--- src/rtl/key_seq_pkg.sv ---
// Shared types and constants for the key pattern self-test sequencer.
// Holds the FSM state enum and the expected-table lookup helper.
package key_seq_pkg;

  typedef enum logic [2:0] {
    IDLE,
    APPLY,
    WAIT,
    CHECK,
    DONE
  } state_t;

  localparam int PATTERN_CNT = 4;
  localparam int KEY_W       = 2;
  localparam int ERR_W       = 3;

  function automatic logic [KEY_W-1:0] expect_entry(
    input logic [KEY_W*PATTERN_CNT-1:0] tbl,
    input logic [KEY_W-1:0]             idx
  );
    return tbl[{idx, 1'b0} +: KEY_W];
  endfunction

endpackage

--- src/rtl/key_pattern_sequencer_dwell_timer.sv ---
// Loadable down-counter with a zero flag; paces each pattern's dwell.
// Decrement saturates at zero so a stray enable cannot wrap.
module dwell_timer #(
  parameter int W = 4
) (
  input  logic         i_clk,
  input  logic         i_rst,
  input  logic         i_load,
  input  logic         i_dec,
  input  logic [W-1:0] i_load_val,
  output logic         o_zero
);

  logic [W-1:0] r_cnt;

  always_ff @(posedge i_clk or posedge i_rst) begin
    if (i_rst) begin
      r_cnt <= '0;
    end else if (i_load) begin
      r_cnt <= i_load_val;
    end else if (i_dec && (r_cnt != '0)) begin
      r_cnt <= r_cnt - 1'b1;
    end
  end

  assign o_zero = (r_cnt == '0);

endmodule

--- src/rtl/key_pattern_sequencer.sv ---
// Self-test sequencer stepping key_sw through 00..11 and checking led_i.
// Optional LED_SYNC_EN adds a 2-flop synchronizer on led_i.
module key_pattern_sequencer
  import key_seq_pkg::*;
#(
  parameter int              DWELL  = 10,
  parameter logic [7:0]      EXPECT = 8'b11100100
) (
  input  logic             clk,
  input  logic             rst,
  input  logic             start,
  input  logic [KEY_W-1:0] led_i,
  output logic [KEY_W-1:0] key_sw_o,
  output logic             busy,
  output logic             done,
  output logic             pass,
  output logic [ERR_W-1:0] err_cnt,
  output logic [KEY_W-1:0] fail_idx
);

  localparam int CW = $clog2(DWELL + 1);
  localparam logic [KEY_W-1:0] LAST_IDX = KEY_W'(PATTERN_CNT - 1);

  if ((DWELL < 1) || (DWELL > 65535)) begin : g_dwell_range
    $error("DWELL must be in 1..65535");
  end

  state_t           r_state;
  logic [KEY_W-1:0] r_idx;
  logic [KEY_W-1:0] r_key;
  logic             r_busy;
  logic             r_done;
  logic             r_pass;
  logic [ERR_W-1:0] r_err;
  logic [KEY_W-1:0] r_fail;

  logic             w_led;
  logic [KEY_W-1:0] w_led_cmp;
  logic             w_zero;
  logic             w_load;
  logic             w_dec;
  logic             w_mis;
  logic [ERR_W-1:0] w_err_next;

`ifdef LED_SYNC_EN
  if (DWELL < 3) begin : g_sync_dwell
    $error("DWELL must be >= 3 with LED_SYNC_EN");
  end

  logic [KEY_W-1:0] r_sync1;
  logic [KEY_W-1:0] r_sync2;

  always_ff @(posedge clk or posedge rst) begin
    if (rst) begin
      r_sync1 <= '0;
      r_sync2 <= '0;
    end else begin
      r_sync1 <= led_i;
      r_sync2 <= r_sync1;
    end
  end

  assign w_led_cmp = r_sync2;
`else
  assign w_led_cmp = led_i;
`endif

  assign w_led = 1'b1;
  assign w_load = (r_state == APPLY);
  assign w_dec  = (r_state == WAIT) && !w_zero;
  assign w_mis  = w_led &&
                  (w_led_cmp != expect_entry(EXPECT, r_idx));
  assign w_err_next = r_err + ERR_W'(w_mis);

  dwell_timer #(
    .W (CW)
  ) u_dwell_timer (
    .i_clk      (clk),
    .i_rst      (rst),
    .i_load     (w_load),
    .i_dec      (w_dec),
    .i_load_val (CW'(DWELL - 1)),
    .o_zero     (w_zero)
  );

  always_ff @(posedge clk or posedge rst) begin
    if (rst) begin
      r_state <= IDLE;
      r_idx   <= '0;
      r_key   <= '0;
      r_busy  <= 1'b0;
      r_done  <= 1'b0;
      r_pass  <= 1'b0;
      r_err   <= '0;
      r_fail  <= '0;
    end else begin
      unique case (r_state)
        IDLE: begin
          r_key <= '0;
          if (start) begin
            r_err   <= '0;
            r_fail  <= '0;
            r_pass  <= 1'b0;
            r_idx   <= '0;
            r_busy  <= 1'b1;
            r_state <= APPLY;
          end
        end
        APPLY: begin
          r_key   <= r_idx;
          r_state <= WAIT;
        end
        WAIT: begin
          if (w_zero) r_state <= CHECK;
        end
        CHECK: begin
          r_err <= w_err_next;
          if (w_mis && (r_err == '0)) r_fail <= r_idx;
          // Last pattern exits before the index could wrap
          if (r_idx == LAST_IDX) begin
            r_done  <= 1'b1;
            r_pass  <= (w_err_next == '0);
            r_key   <= '0;
            r_state <= DONE;
          end else begin
            r_idx   <= r_idx + 1'b1;
            r_state <= APPLY;
          end
        end
        DONE: begin
          r_done  <= 1'b0;
          r_busy  <= 1'b0;
          r_state <= IDLE;
        end
        default: r_state <= IDLE;
      endcase
    end
  end

  assign key_sw_o = r_key;
  assign busy     = r_busy;
  assign done     = r_done;
  assign pass     = r_pass;
  assign err_cnt  = r_err;
  assign fail_idx = r_fail;

endmodule

--- config.mk ---
export PLATFORM = sky130hd
export DESIGN_NAME = key_pattern_sequencer
export DESIGN_NICKNAME = d
export VERILOG_FILES = /design/src/rtl/key_seq_pkg.sv /design/src/rtl/key_pattern_sequencer_dwell_timer.sv /design/src/rtl/key_pattern_sequencer.sv
export SDC_FILE = /design/constraint.sdc
export NUM_CORES = 1
export LEC_CHECK = 0
export BUFFER_PORTS_ARGS = -buffer_cell sky130_fd_sc_hd__buf_2
export CORE_MARGIN = 8
export CORE_UTILIZATION = 55
export CTS_CLUSTER_DIAMETER = 200
export DETAILED_ROUTE_END_ITERATION = 8
export GPL_ROUTABILITY_DRIVEN = 1
export GPL_TIMING_DRIVEN = 0
export PLACE_DENSITY_LB_ADDON = 0.2
export SYNTH_ARGS = -nofsm -noshare
export SYNTH_HDL_FRONTEND = slang
export SYNTH_HIERARCHICAL = 1
export SYNTH_SLANG_ARGS = --single-unit
--- constraint.sdc ---
create_clock -name clk -period 2.9 [get_ports clk]
set_input_delay 0.58 -clock clk [delete_from_list [all_inputs] [get_ports clk]]
set_output_delay 0.58 -clock clk [all_outputs]
set_load 0.05 [all_outputs]
==> results of run 1 <==
-- power groups by stage --
| stage | combinational, mW | sequential, mW | clock, mW |
|---|---|---|---|
| 6_report | 0.855 | 0.465 | 0.133 |
| 5_1_grt | 0.937 | 0.480 | 0.148 |
| 4_1_cts | 0.857 | 0.465 | 0.137 |
| 3_5_place_dp | 0.854 | 0.472 | 0 |
| 3_3_place_gp | 0.826 | 0.463 | 0 |
| 2_1_floorplan | 0.520 | 0.622 | 0 |
-- synthesized netlist by cell type (3+ instances only) --
library cell / instances / area [µm²]
dfrtp_1: 19 / 475.5
a21oi_1: 13 / 65.06
inv_1: 10 / 37.54
nand2_1: 7 / 26.28
nor2_1: 5 / 18.77
ha_1: 4 / 50.05
nor3b_1: 4 / 30.03
xnor2_1: 4 / 35.03
clkbuf_1: 3 / 11.26
o22ai_1: 3 / 18.77
-- per-stage QoR --
| stage | cells | area (µm²) | utilization |
|---|---|---|---|
| floorplan | 116 | 1099 | - |
| global placement | 157 | 1202 | 0.6257 |
| detailed placement | 157 | 1202 | 0.6257 |
| CTS | 161 | 1229 | 0.6393 |
| global route | 161 | 1229 | 0.6393 |
| finish | 161 | 1229 | 0.6393 |
-- worst paths after layout --
kind	start	slack [ns]	to	cells after the start
setup / recovery	u_dwell_timer/r_cnt[0]$_DFFE_PP0P_	0.47	u_dwell_timer/r_cnt[3]$_DFFE_PP0P_	8
hold / removal	rst	0.15	u_dwell_timer/r_cnt[0]$_DFFE_PP0P_	2
setup reg to reg	u_dwell_timer/r_cnt[0]$_DFFE_PP0P_	0.47	u_dwell_timer/r_cnt[3]$_DFFE_PP0P_	8
hold reg to reg	busy$_DFFE_PP0P_	0.51	busy$_DFFE_PP0P_	2
max in group asynchronous	rst	2.19	r_state[2]$_DFFE_PP0P_	2
min in group clk	busy$_DFFE_PP0P_	0.51	busy$_DFFE_PP0P_	2
-- layout make-up --
type / count / share of cell area
multi-input combinational: 81 / 0.4532
sequential: 19 / 0.3870
timing repair buffer: 14 / 0.05703
inverter: 10 / 0.03055
tap: 27 / 0.02749
buffer: 6 / 0.02342
clock buffer: 4 / 0.02138
-- sequential cells by signal, indices dropped and copies added (netlist names) --
name / count
u_dwell_timer/r_cnt: 4
err_cnt: 3
r_state: 3
fail_idx: 2
key_sw_o: 2
r_idx: 2
busy: 1
done: 1
pass: 1
-- worst max-delay path: cells and delay by family (launching register included) --
kind | cells | cell delay, ns
AOI/OAI and AO/OA | 1 | 0.27
adders and majority gates | 1 | 0.23
buffers and inverters | 2 | 0.13
DFF | 1 | 0.38
and+or+nand+nor | 4 | 1.31
-- cell families after synthesis --
| logic type | after synthesis | synth area share |
|---|---|---|
| compound gates | 33 | 0.1973 |
| simple gates | 34 | 0.2030 |
| fa+ha+maj | 4 | 0.04587 |
| mux | 2 | 0.01835 |
| buf+inv | 16 | 0.06079 |
| xor+xnor | 4 | 0.03211 |
| flops | 19 | 0.4358 |
| other cells | 2 | 0.006883 |
-- layer usage --
| layer | share of wire | routed length, µm |
|---|---|---|
| met5 | 0 | 0 |
| met4 | 0.012 | 27 |
| met1 | 0.44 | 966 |
| met2 | 0.52 | 1133 |
| met3 | 0.032 | 71 |
==> reports/metrics.yaml, run 1 <==
min-delay-path-class: "input port to async pin"
synthCells: 114
fin_crit_ns: 2.432
antenna_found_initial: 0
hold_buffers: 0
cts_tree: "done"
grt_pass1_wl_um: 3615
clk_pin_slew_ns: 0.10
row_count: 16
end_kind: "flip-flop"
root_buffer: "clkbuf_4"
nets: 144
path_cells: "inv_1, ha_1, or3b_4, inv_1, nor3b_1, nor4b_2, nor3b_1, a221o_1"
synth-seq-cells: 19
initial_core_util: 0.5677
worst_slew_pin_slew_ns: 0.7293
synth_edf_count: 0
switchingPower_uw: 702.7
skew_ns: 0.002686
grt_setup_unrepaired: "false"
final_cell_mix: "dfrtp_1 (19), buf_2 (16), a21oi_1 (13)"
seq_area_um2: 475.5
dieArea_mm2: 0.003665
synth-seq-area-share: 0.4358
p_clk_frac: 0.092
power_density_mw_per_mm2: 1183
finalCritPeriodShare: 0.8385
io_buffers: 14
tns_ns: 0
power_frac_comb: 0.588
die_w_um: 60.54
power_mw: 1.453
routed_wl_um: 2199
grtUsageMet1: 0.1393
irDropWorstVdd_mv: 0.6532
grt_use_met3: 0.02542
synthToLayoutAreaGrowth_pct: 12.61
status: "finished, final reports clean"
drive_above_1_share: 0.2015
critPathKind: "flip-flop to flip-flop"
grtUsageTotal: 0.1297
grt_pass1_vias: 843
crit_required_ns: 3.09
grt_max_degree: 16
seqPwrFrac: 0.320
num_antenna_cells: 0
nFillCells: 175
arrival_ns: 2.62
slowest_stage: "nor3b_1"
critPathLaunchType: "flip-flop"
async_flop_share: 1.000
postSynthAreaPerCell_um2: 9.571
cts_resized: 0
yosys_warnings: 6
maxSlewHeadroom: 0.5127
drtAntennaViolNets: 0
use_met2: 0.2424
p_sw_frac: 0.4836
internal_power_uw: 750.4
worst_slack_ns: 0.4683
clk_latency_ns: 0.30
max_freq_ghz: 0.4112
core_area_mm2: 0.001922
clock_path_buffers: 2
vias: 864
setup_viol: 0
vias_per_cell: 5.366
post_cts_buffers: 0
crit_fanout: 7
dp_slack_ns: 0.4596
pin_count: 15
p_leak_nw: 0.5910
multiInputGateArea_um2: 556.8
firstDrtPassIters: 4
gp_congestion: 0.7953
yosysUniqueCellTypes: 41
drtIter0Drc: 15
drv_cap: 0
synthFlopType: "dfrtp_1"
layout_commonest_cell: "dfrtp_1"
die_h_um: 60.54
wl_per_cell_um: 13.66
syn_area_mm2: 0.001091
overflow: 0
ctsHtreeMaxLevel: 1
holdWs_ns: 0.1536
drc: 0
drv_slew: 0
hold_viol_final: 0
numCtsBuffers: 3
top_usage_layer: "met2"
cts.sinks: 19
worst_path_largest_cell_delay_ns: 0.60
place_hpwl_um: 1697
(Power assumes the default switching activity.)
==> run 2: changes to the inputs <==
==> constraint.sdc (replaced) <==
create_clock -name clk -period 2.3 [get_ports clk]
set_input_delay 0.46 -clock clk [delete_from_list [all_inputs] [get_ports clk]]
set_output_delay 0.46 -clock clk [all_outputs]
set_load 0.05 [all_outputs]
==> reports/metrics.yaml, run 2 (synthesis gave the netlist of run 1 again) <==
grt_pass1_vias: 850
place_inst: 157
row_count: 16
grtUsageTotal: 0.1310
routed_wl_um: 2206
crit_top_cell: "inv_1"
nets: 144
pin_count: 15
final_cells: 161
p_leak_nw: 0.5944
hold_viol_final: 0
final_cell_mix: "dfrtp_1 (19), buf_2 (16), a21oi_1 (13)"
clk_pin_slew_ns: 0.11
placed_cell_area_mm2: 0.001202
maxSlewHeadroom: 0.6159
top_layer: "met4"
synthToLayoutAreaGrowth_pct: 13.65
layout_commonest_cell: "dfrtp_1"
crit_start: "u_dwell_timer/r_cnt[0]$_DFFE_PP0P_"
drv_cap: 0
critPathLaunchType: "flip-flop"
worst_slew_pin_slew_ns: 0.5755
arrival_ns: 2.29
place_hpwl_um: 1697
root_buffer: "clkbuf_4"
multiInputGateArea_um2: 568.0
vias: 871
holdWs_ns: 0.02898
critPathKind: "flip-flop to flip-flop"
min-delay-path-class: "input port to async pin"
drtAntennaViolNets: 0
detailroute.wirelength.met3_um: 87
drtIter0Drc: 20
fin_area_mm2: 0.001240
wl_met2_um: 1118
slowest_stage: "dfrtp_1"
skew_ns: 0.003638
rrSetupSlack_ns: 0.20
crit_required_ns: 2.49
die_h_um: 60.54
nFillCells: 171
power_mw: 1.856
drive_above_1_share: 0.2090
clk_latency_ns: 0.30
grt_max_degree: 16
drc: 0
regMostFlops: "u_dwell_timer/r_cnt"
clock_path_buffers: 2
end_kind: "flip-flop"
grt_setup_unrepaired: "false"
fin_crit_ns: 2.101
drv_slew: 0
gp_congestion: 0.7953
post_cts_buffers: 0
crit_path_end: "u_dwell_timer/r_cnt[3]$_DFFE_PP0P_"
overflow: 0
power_density_mw_per_mm2: 1496
rr_endpoint: "u_dwell_timer/r_cnt[3]$_DFFE_PP0P_"
dieArea_mm2: 0.003665
reg2reg_depth: 8
grt_pass1_wl_um: 3650
initial_core_util: 0.5677
numCtsBuffers: 3
cts_tree: "done"
status: "finished, final reports clean"
wl_per_cell_um: 13.70
setup_viol: 0
die_w_um: 60.54
final_util: 0.6452
largest_register_ffs: 4
max_freq_ghz: 0.4759
r2r-start: "u_dwell_timer/r_cnt[0]$_DFFE_PP0P_"
vias_per_cell: 5.410
antenna_found_initial: 0
finalCritPeriodShare: 0.9136
irDropWorstVdd_mv: 0.7809
io_buffers: 14
worst_path_largest_cell_delay_ns: 0.38
wirelength_met1_um: 965
path_cells: "inv_1, ha_1, or3b_4, inv_1, nor3b_4, nor4b_2, nor3b_1, a221o_1"
firstDrtPassIters: 4
crit_fanout: 7
cts.sinks: 19
seq_area_um2: 475.5
ctsHtreeMaxLevel: 1
core_area_mm2: 0.001922
num_antenna_cells: 0
-- run 2: stage by stage --
| stage | setup TNS (ns) | worst slack, ns |
|---|---|---|
| 3_5_place_dp | -0.1404 | -0.1404 |
| 5_1_grt | 0 | 0.03230 |
| 4_1_cts | 0 | 0.1095 |
| 2_1_floorplan | 0 | 0.1981 |
| 6_report | 0 | 0.1988 |
| 3_3_place_gp | -0.02959 | -0.02959 |
-- run 2: worst min-delay path by stage --
| stage | start | end | slack [ns] | cells after the start |
|---|---|---|---|---|
| after floorplan | rst | u_dwell_timer/r_cnt[0]$_DFFE_PP0P_ | 0.23 | 1 |
| final | rst | u_dwell_timer/r_cnt[0]$_DFFE_PP0P_ | 0.03 | 2 |
| after detailed placement | rst | u_dwell_timer/r_cnt[2]$_DFFE_PP0P_ | 0.36 | 2 |
| after CTS | rst | u_dwell_timer/r_cnt[2]$_DFFE_PP0P_ | 0.04 | 2 |
| after global placement | rst | u_dwell_timer/r_cnt[2]$_DFFE_PP0P_ | 0.35 | 2 |
| after global routing | rst | u_dwell_timer/r_cnt[0]$_DFFE_PP0P_ | 0.05 | 2 |
-- run 2: worst max-delay path, delay by kind of cell, from the launching register on --
kind / cells / cell delay [ns]
simple gates: 4 / 0.95
buf+inv: 2 / 0.16
compound gates: 1 / 0.27
fa+ha+maj: 1 / 0.23
flops: 1 / 0.38
-- run 2: area by class of cell --
class | count | area share
Timing Repair Buffer | 14 | 0.05651
Sequential cell | 19 | 0.3835
Multi-Input combinational cell | 81 | 0.4581
Buffer | 6 | 0.02321
Tap cell | 27 | 0.02725
Clock buffer | 4 | 0.02119
Inverter | 10 | 0.03027
-- run 2: per-layer routing --
metal	vias up	track usage
met4	0	0.04983
met2	12	0.2454
met3	5	0.02542
li1	443	-
met1	411	0.1405
met5	-	0
-- run 2: timing repair --
item,CTS,global route
endpoints found under the setup margin,1,1
pin swaps,0,0
hold buffers,0,0
resized for setup,1,1
-- run 2: power by group --
group,leakage (nW),switching (mW),total (mW),internal (mW)
clock network,0.0150,0.102,0.170,0.0677
registers,0.236,0.117,0.586,0.469
logic,0.344,0.677,1.10,0.422
total,0.594,0.896,1.86,0.959
==> run 3: changes to the inputs <==
--- a/config.mk
+++ b/config.mk
@@ -11,7 +11,7 @@
 export CTS_CLUSTER_DIAMETER = 200
 export DETAILED_ROUTE_END_ITERATION = 8
 export GPL_ROUTABILITY_DRIVEN = 1
-export GPL_TIMING_DRIVEN = 0
+export GPL_TIMING_DRIVEN = 1
 export PLACE_DENSITY_LB_ADDON = 0.2
 export SYNTH_ARGS = -nofsm -noshare
 export SYNTH_HDL_FRONTEND = slang
==> reports/metrics.yaml, run 3 (synthesis gave the netlist of run 1 again) <==
setup_viol: 0
cts.sinks: 19
end_kind: "flip-flop"
nFillCells: 184
fin_area_mm2: 0.001237
grt_pass1_vias: 882
layout_commonest_cell: "dfrtp_1"
gp_congestion: 0.8106
placed_cell_area_mm2: 0.001211
pin_count: 15
grt_use_met3: 0.02542
root_buffer: "clkbuf_4"
hold_viol_final: 0
crit_required_ns: 2.48
post_cts_buffers: 0
grt_max_degree: 16
grt_setup_unrepaired: "false"
regMostFlops: "u_dwell_timer/r_cnt"
multiInputGateArea_um2: 556.8
rrSetupSlack_ns: 0.32
max_freq_ghz: 0.5039
worst_slew_pin_slew_ns: 0.6224
synthToLayoutAreaGrowth_pct: 13.42
core_area_mm2: 0.001922
num_antenna_cells: 0
skew_ns: 0.0006395
drv_cap: 0
seq_area_um2: 475.5
status: "finished, final reports clean"
finalCritPeriodShare: 0.8628
die_h_um: 60.54
tns_ns: 0
grtUsageTotal: 0.1305
grtUsageMet1: 0.1402
die_w_um: 60.54
cts_resized: 0
holdWs_ns: 0.04643
antenna_found_initial: 0
maxSlewHeadroom: 0.5842
critPathLaunchType: "flip-flop"
nets: 143
drive_above_1_share: 0.2180
fin_crit_ns: 1.984
power_density_mw_per_mm2: 1507
ctsHtreeMaxLevel: 1
place_hpwl_um: 1723
clock_path_buffers: 2
p_leak_nw: 0.5992
dieArea_mm2: 0.003665
routed_wl_um: 2185
cp_num_buf_inv: 2
vias_per_cell: 5.513
final_cell_mix: "dfrtp_1 (19), buf_2 (14), a21oi_1 (13)"
drtIter0Drc: 14
worst_path_largest_cell_delay_ns: 0.38
crit_family: "simple AND/OR/NAND/NOR gates"
place_inst: 156
clk_latency_ns: 0.29
critPathKind: "flip-flop to flip-flop"
final_util: 0.6439
largest_register_ffs: 4
initial_core_util: 0.5677
numCtsBuffers: 3
slowest_stage: "dfrtp_1"
clk_pin_slew_ns: 0.10
overflow: 0
reg2reg_depth: 8
use_met2: 0.2439
hold_buffers: 0
crit_fanout: 5
row_count: 16
grt_pass1_wl_um: 3698
irDropWorstVdd_mv: 0.7932
r2r-start: "u_dwell_timer/r_cnt[0]$_DFFE_PP0P_"
drv_slew: 0
firstDrtPassIters: 4
wl_per_cell_um: 13.66
rr_endpoint: "u_dwell_timer/r_cnt[3]$_DFFE_PP0P_"
final_cells: 160
vias: 882
top_usage_layer: "met2"
drc: 0
arrival_ns: 2.17
cts_tree: "done"
path_cells: "inv_1, ha_1, or3b_4, inv_1, nor3b_1, nor4b_2, nor3b_1, a221o_1"
drtAntennaViolNets: 0
min-delay-path-class: "input port to async pin"
io_buffers: 14
run 3: cell types whose count changed in the layout (fill, tap and decap cells not counted):
cell	before	now
clkbuf_1	4	1
nor3b_4	1	0
buf_4	1	5
buf_2	16	14
nor3b_1	3	4
run 3: metrics by stage:
step | power (mW) | setup slack, ns
after floorplan | 1.440 | 0.1981
after global placement | 1.672 | 0.4295
after detailed placement | 1.713 | 0.3110
after CTS | 1.879 | 0.2954
after global routing | 2.022 | 0.1576
final | 1.865 | 0.3155
run 3: area by class of cell:
cell class	count	area share
Timing Repair Buffer	19	0.08696
Clock buffer	4	0.02123
Sequential cell	19	0.3842
Tap cell	27	0.02730
Inverter	10	0.03033
Multi-Input combinational cell	81	0.4499
run 3: report_power, final:
part | internal [mW] | leakage (nW) | switching [mW]
registers | 0.469 | 0.236 | 0.148
clock network | 0.0673 | 0.0150 | 0.0979
logic | 0.440 | 0.348 | 0.642
run 3: how the worst max path moves through the flow:
stage,from,to,slack (ns),cells after the start
after floorplan,u_dwell_timer/r_cnt[0]$_DFFE_PP0P_,u_dwell_timer/r_cnt[3]$_DFFE_PP0P_,0.20,8
after global placement,u_dwell_timer/r_cnt[0]$_DFFE_PP0P_,u_dwell_timer/r_cnt[3]$_DFFE_PP0P_,0.43,8
after detailed placement,u_dwell_timer/r_cnt[0]$_DFFE_PP0P_,u_dwell_timer/r_cnt[3]$_DFFE_PP0P_,0.31,8
after CTS,u_dwell_timer/r_cnt[0]$_DFFE_PP0P_,u_dwell_timer/r_cnt[3]$_DFFE_PP0P_,0.30,8
after global routing,u_dwell_timer/r_cnt[0]$_DFFE_PP0P_,u_dwell_timer/r_cnt[3]$_DFFE_PP0P_,0.16,8
final,u_dwell_timer/r_cnt[0]$_DFFE_PP0P_,u_dwell_timer/r_cnt[3]$_DFFE_PP0P_,0.32,8
run 3: layer usage:
| layer | up-vias | share of wire |
|---|---|---|
| met4 | 0 | 0.015 |
| met5 | - | 0 |
| met2 | 19 | 0.53 |
| met3 | 4 | 0.042 |
| met1 | 422 | 0.41 |
| li1 | 437 | - |
